==> src/rtl/audio_pkg.sv <==
// Shared definitions for the audio back-end blocks (splitter / interleaver).
package audio_pkg;

  // Sample word width shared by the channel splitter and the interleaver.
  localparam int AUDIO_DATA_WIDTH = 32;

  // Interleaver FSM states.
  typedef enum logic [1:0] {
    S_READ = 2'd0,
    S_WR_L = 2'd1,
    S_WR_R = 2'd2
  } stereo_il_state_t;

endpackage

==> src/rtl/stereo_interleave.sv <==
// Merges left/right FWFT FIFOs into one interleaved stream L0,R0,L1,R1,...
// Both channels are always popped together so alignment cannot slip.
//
// state  | meaning
// S_READ | waiting for both input FIFOs to hold a word; pops both when ready
// S_WR_L | writing the latched left sample (held while out_full)
// S_WR_R | writing the latched right sample; may pop the next pair back-to-back
module stereo_interleave
  import audio_pkg::*;
#(
  parameter int DATA_WIDTH  = AUDIO_DATA_WIDTH,
  parameter int COUNT_WIDTH = 16
) (
  input  logic                   clock,
  input  logic                   reset,
  input  logic [DATA_WIDTH-1:0]  in_left_dout,
  input  logic                   in_left_empty,
  output logic                   in_left_rd_en,
  input  logic [DATA_WIDTH-1:0]  in_right_dout,
  input  logic                   in_right_empty,
  output logic                   in_right_rd_en,
  output logic [DATA_WIDTH-1:0]  out_din,
  input  logic                   out_full,
  output logic                   out_wr_en,
  output logic [COUNT_WIDTH-1:0] pair_count
);

  stereo_il_state_t       state_q, state_d;
  logic [DATA_WIDTH-1:0]  left_q, right_q;
  logic [COUNT_WIDTH-1:0] count_q;

  logic                  pop;
  logic                  load;
  logic                  count_inc;
  logic                  wr;
  logic [DATA_WIDTH-1:0] din;
  logic                  both_avail;

  assign both_avail = !in_left_empty && !in_right_empty;

  // Next-state and strobe decode; a single pop signal drives both channels.
  always_comb begin
    state_d   = state_q;
    pop       = 1'b0;
    load      = 1'b0;
    count_inc = 1'b0;
    wr        = 1'b0;
    din       = '0;
    case (state_q)
      S_READ: begin
        if (both_avail) begin
          pop     = 1'b1;
          load    = 1'b1;
          state_d = S_WR_L;
        end
      end
      S_WR_L: begin
        if (!out_full) begin
          wr      = 1'b1;
          din     = left_q;
          state_d = S_WR_R;
        end
      end
      S_WR_R: begin
        if (!out_full) begin
          wr        = 1'b1;
          din       = right_q;
          count_inc = 1'b1;
          if (both_avail) begin
            pop     = 1'b1;
            load    = 1'b1;
            state_d = S_WR_L;
          end else begin
            state_d = S_READ;
          end
        end
      end
      default: begin
        state_d = S_READ;
      end
    endcase
  end

  // Strobes are forced low while reset is held so nothing is popped or written.
  always_comb begin
    in_left_rd_en  = pop && !reset;
    in_right_rd_en = pop && !reset;
    out_wr_en      = wr && !reset;
    out_din        = reset ? '0 : din;
  end

  assign pair_count = count_q;

  // State, sample latches and pair counter.
  always_ff @(posedge clock or posedge reset) begin
    if (reset) begin
      state_q <= S_READ;
      left_q  <= '0;
      right_q <= '0;
      count_q <= '0;
    end else begin
      state_q <= state_d;
      if (load) begin
        left_q  <= in_left_dout;
        right_q <= in_right_dout;
      end
      if (count_inc) begin
        count_q <= count_q + COUNT_WIDTH'(1);
      end
    end
  end

endmodule

==> config.mk <==
export PLATFORM = sky130hd
export DESIGN_NAME = stereo_interleave
export DESIGN_NICKNAME = d
export VERILOG_FILES = /design/src/rtl/audio_pkg.sv /design/src/rtl/stereo_interleave.sv
export SDC_FILE = /design/constraint.sdc
export NUM_CORES = 1
export LEC_CHECK = 0
export BUFFER_PORTS_ARGS = -buffer_cell sky130_fd_sc_hd__buf_2
export CORE_AREA = 2 2 91 93
export CTS_CLUSTER_DIAMETER = 150
export DETAILED_ROUTE_END_ITERATION = 12
export DIE_AREA = 0 0 93 95
export GPL_TIMING_DRIVEN = 0
export MAX_ROUTING_LAYER = met4
export PLACE_DENSITY = 0.79
export SKIP_LAST_GASP = 1
export SLEW_MARGIN = 20
export SYNTH_ARGS = -nofsm -noshare
export SYNTH_HDL_FRONTEND = slang
export SYNTH_SLANG_ARGS = --single-unit
==> constraint.sdc <==
create_clock -name clock -period 3.4 [get_ports clock]
set_input_delay 0.34 -clock clock [delete_from_list [all_inputs] [get_ports clock]]
set_output_delay 0.34 -clock clock [all_outputs]
set_load 0.005 [all_outputs]
# Word level (Yosys, flattened, before mapping)
# Cells that the tools add are included.
# W data, S select, Z words.
# op_classes
n_addsub,1
eq_ne,5
mux,15
n_reduce_logical,9
# ops
op,n
$mux W32,3
$pmux W32 S2,1
$add A16 B1 Y16 const B,1
$mux W1,6
$mux W2,3
$ne A2 B2 Y1 const B,3
$pmux W2 S3,1
$logic_and A1 B1 Y1,3
$logic_not A1 Y1,3
$reduce_and A3 Y1,1
$eq A2 B1 Y1 const B,1
$eq A2 B2 Y1 const B,1
$logic_not A2 Y1,1
$pmux W1 S2,1
$reduce_or A2 Y1,1
# totals
regBits,82
inputBits,69
out_inout_bits,51
elab_cells,34

# Logic depth before layout (Yosys ltp)
# logic_depth
depth_word,6
depth_mapped,9
depth_no_buf,6

# Worst setup path before layout
# Ideal clock, no wire load.
# synth_path
kind,input to output
startpoint,in reset
endpoint,out out_din[10]
arrival_ps,2872
t_required_ps,3060
slack_ps,188
cell_stages,4
path_buffers,1
cell_sequence,inv_1 -> nand2_1 -> clkbuf_1 -> nor2_1
# synth_via
elab_chain_len,1
# synth_rtl
item,line,source
from (decl),stereo_interleave.sv:15,"input logic reset,"
$mux W32,stereo_interleave.sv:89,out_din = reset ? '0 : din;
to (decl),stereo_interleave.sv:22,"output logic [DATA_WIDTH-1:0] out_din,"
# No other way between the ends.

# Worst setup path after layout
# layout_path
startpoint,reg state_q[0]
endpoint,out out_din[16]
# layout_via
elab_chain_len,3
elab_cells_between_ends,4
classes_between,2 x eq/ne; 2 x mux
# layout_rtl
item,line,source
from (decl),stereo_interleave.sv:28,"stereo_il_state_t state_q, state_d;"
from (signal assigned),stereo_interleave.sv:102,state_q <= state_d;
$eq A2 B2 Y1 or $eq A2 B1 Y1 (tied branches),stereo_interleave.sv:49,case (state_q)
$pmux W32 S2 (*),stereo_interleave.sv:49,
$mux W32 (*),stereo_interleave.sv:89,
# Mark *: on every way between the ends. The rest lies on a longest branch, timed or not.

==> flow_summary.yaml <==
run_status:
  outcome: "complete, no violations"
worst_setup_path:
  crit_path_end_kind: "output port"
  crit_required_ps: 3060
  startpoint: "state_q[0]"
  startpoint_type: "flop"
  crit_type: "flop to output port"
  arrival_ps: 2310
  crit-reg2reg-launch: "state_q[0]"
  path_max_fanout: 10
layout:
  n_antenna_cell: 0
  syn2layout_area_growth_pct: 25.20
  fill_cells: 662
  postLayoutCoreUtil_pct: 60.92
  drive_above_1_share_pct: 49.65
  fin_area_mm2: 0.004830
  final_nets: 496
  final_common_cell: "buf_2"
  final_cell_mix: "buf_2 (121), dfrtp_1 (82), mux2_4 (49), nor2_1 (38), a22oi_1 (32)"
global_route:
  overflow: 0
  antenna_found_initial: 0
  first_global_vias: 2758
  grt_max_degree: 49
  grt_pass1_wl_mm: 13.53
  grtUsageTotal_pct: 20.39
routing:
  wl_per_cell_um: 15.76
  wl_mm: 8.386
  drtIter0Drc: 80
  first_pass_iters: 4
  via_count: 2720
  ant_nets: 0
  viasPerCell: 5.113
  drcViolationCount: 0
sta:
  grt_setup_unrepaired: "no"
  fin_crit_sh_pct: 78.01
  hold_viol_final: 0
  finalCriticalPeriod_ps: 2652
  tightest_slew_ps: 538.0
  relSlewSlack_pct: 63.80
  skew_ps: 9.673
  setup-violations-final: 0
  timing.fmax_ghz: 0.3770
  holdWs_ps: 33.89
  maxSlewViolCount: 0
die:
  design.die.area_mm2: 0.008835
  fp.coreArea_mm2: 0.007928
  initial_core_util_pct: 48.66
  die_h_um: 95
  die_width_um: 93
  row_count: 33
  ios: 120
power:
  irDropWorstVdd_v: 0.0003591
  p_leak_uw: 0.002482
  power_density_mw_per_mm2: 753.2
  total_power_uw: 3638
clocking:
  cts_resized: 0
  cts_setup_buffers: 0
  clkLatencyLatePin_ps: 340
  cts_hold_buffers: 0
  root_buffer: "clkbuf_8"
  clock-sinks: 82
  htree_levels: 3
  clk_path_buf_depth: 2
  clk_pin_slew_ps: 80
  cts_made_buffers: 9
  cts_tree: "yes"
synth:
  ys_types: 26
  netlist_area_mm2: 0.003857
  yosysSeqAreaShare_pct: 53.19
  yosysTopAreaCellShare_pct: 53.19
  ys_warn_count: 0
  yosysTopAreaCell: "dfrtp_1"
  synth_seq_cells: 82
  synthTopCellsByArea: "dfrtp_1 (53%), mux2_4 (19%), a22oi_1 (6.2%)"
  syn_nets: 365
  netlist_instances: 291
  syn_avg_cell_area_um2: 13.26
place:
  placed_cell_area_mm2: 0.004614
  io_buffers: 119
  gp_congestion: 0.7966
  dpl.hpwl_mm: 6.043
flow_run:
  drv_cap: 0
min_path:
  hold_path_class: "input pin to asynchronous set/reset pin"
==> layout make-up <==
class,count,area [um2],share of cell area (%)
Multi-Input combinational cell,187,1668,34.53
Buffer,19,126.4,2.617
Sequential cell,82,2052,42.49
Tap cell,105,131.4,2.720
Inverter,3,13.76,0.2850
Timing Repair Buffer,120,623.1,12.90
Clock inverter,3,46.29,0.9585
Clock buffer,13,168.9,3.497
==> per-layer routing <==
metal	global-route usage, %	vias to the layer above	routed length [um]
li1	-	1293	-
met4	6.250	0	92
met5	-	-	0
met2	32.61	78	4034
met1	27.13	1338	3899
met3	3.033	11	360
==> flip-flops by register name, indices dropped and copies added (netlist names) <==
name	count
left_q	32
pair_count	16
right_q	32
state_q	2
==> cell families (layout without fill, tap and decap cells) <==
logic type	after synthesis	in the layout	share of synthesized area [%]
AOI/OAI and AO/OA	38	38	7.266
xor gates and xnor gates	15	15	3.406
adders and majority gates	5	5	1.622
buffers and inverters	22	158	3.568
DFF	82	82	53.19
muxes	65	65	23.74
and+or+nand+nor	64	64	7.201
==> path summary, 6_finish.rpt <==
check	to	slack [ps]	cells past startpoint
worst max-delay path	out_din[16]	750	8
worst min-delay path	left_q[6]	30	2
worst max register to register	left_q[9]	1350	8
worst min register to register	pair_count[15]	480	1
max in group asynchronous	left_q[29]	2760	3
min in group clock	right_q[26]	220	2
==> metrics by stage <==
stage	setup TNS, ps	setup slack (ps)	instances
after floorplan	0	187.6	291
after global placement	-39650	-1198	515
after detailed placement	0	991.7	516
after CTS	0	720.7	532
after global routing	0	517.8	532
final	0	747.7	532
==> critical path, cell delays in order, from the launching register on <==
cell      delay, ps
dfrtp_1         420
inv_1           100
ha_1            240
nor2b_1         150
buf_4           190
clkbuf_1        420
a22oi_1         170
nor2_1          150
buf_2           130
==> Yosys cell counts <==
cell,instances
dfrtp_1,82
mux2_4,49
nor2_1,38
a22oi_1,32
mux2_2,16
clkbuf_1,9
nand2_1,9
xnor2_1,8
xor2_1,7
buf_6,6
ha_1,5
nand3_1,4
inv_1,3
nand4_1,3
nor3_1,3
o21ai_0,3
and3_1,2
buf_2,2
buf_4,2
nor2b_1,2
a22o_1,1
nand3b_1,1
nand4b_1,1
nor4_1,1
o211ai_1,1
o21ai_2,1
==> power by group <==
| part | internal [uW] | switching, uW |
|---|---|---|
| combinational | 751 | 491 |
| clock | 402 | 342 |
| sequential | 1390 | 256 |
| total | 2550 | 1090 |
Power figures use the tool's default switching activity.
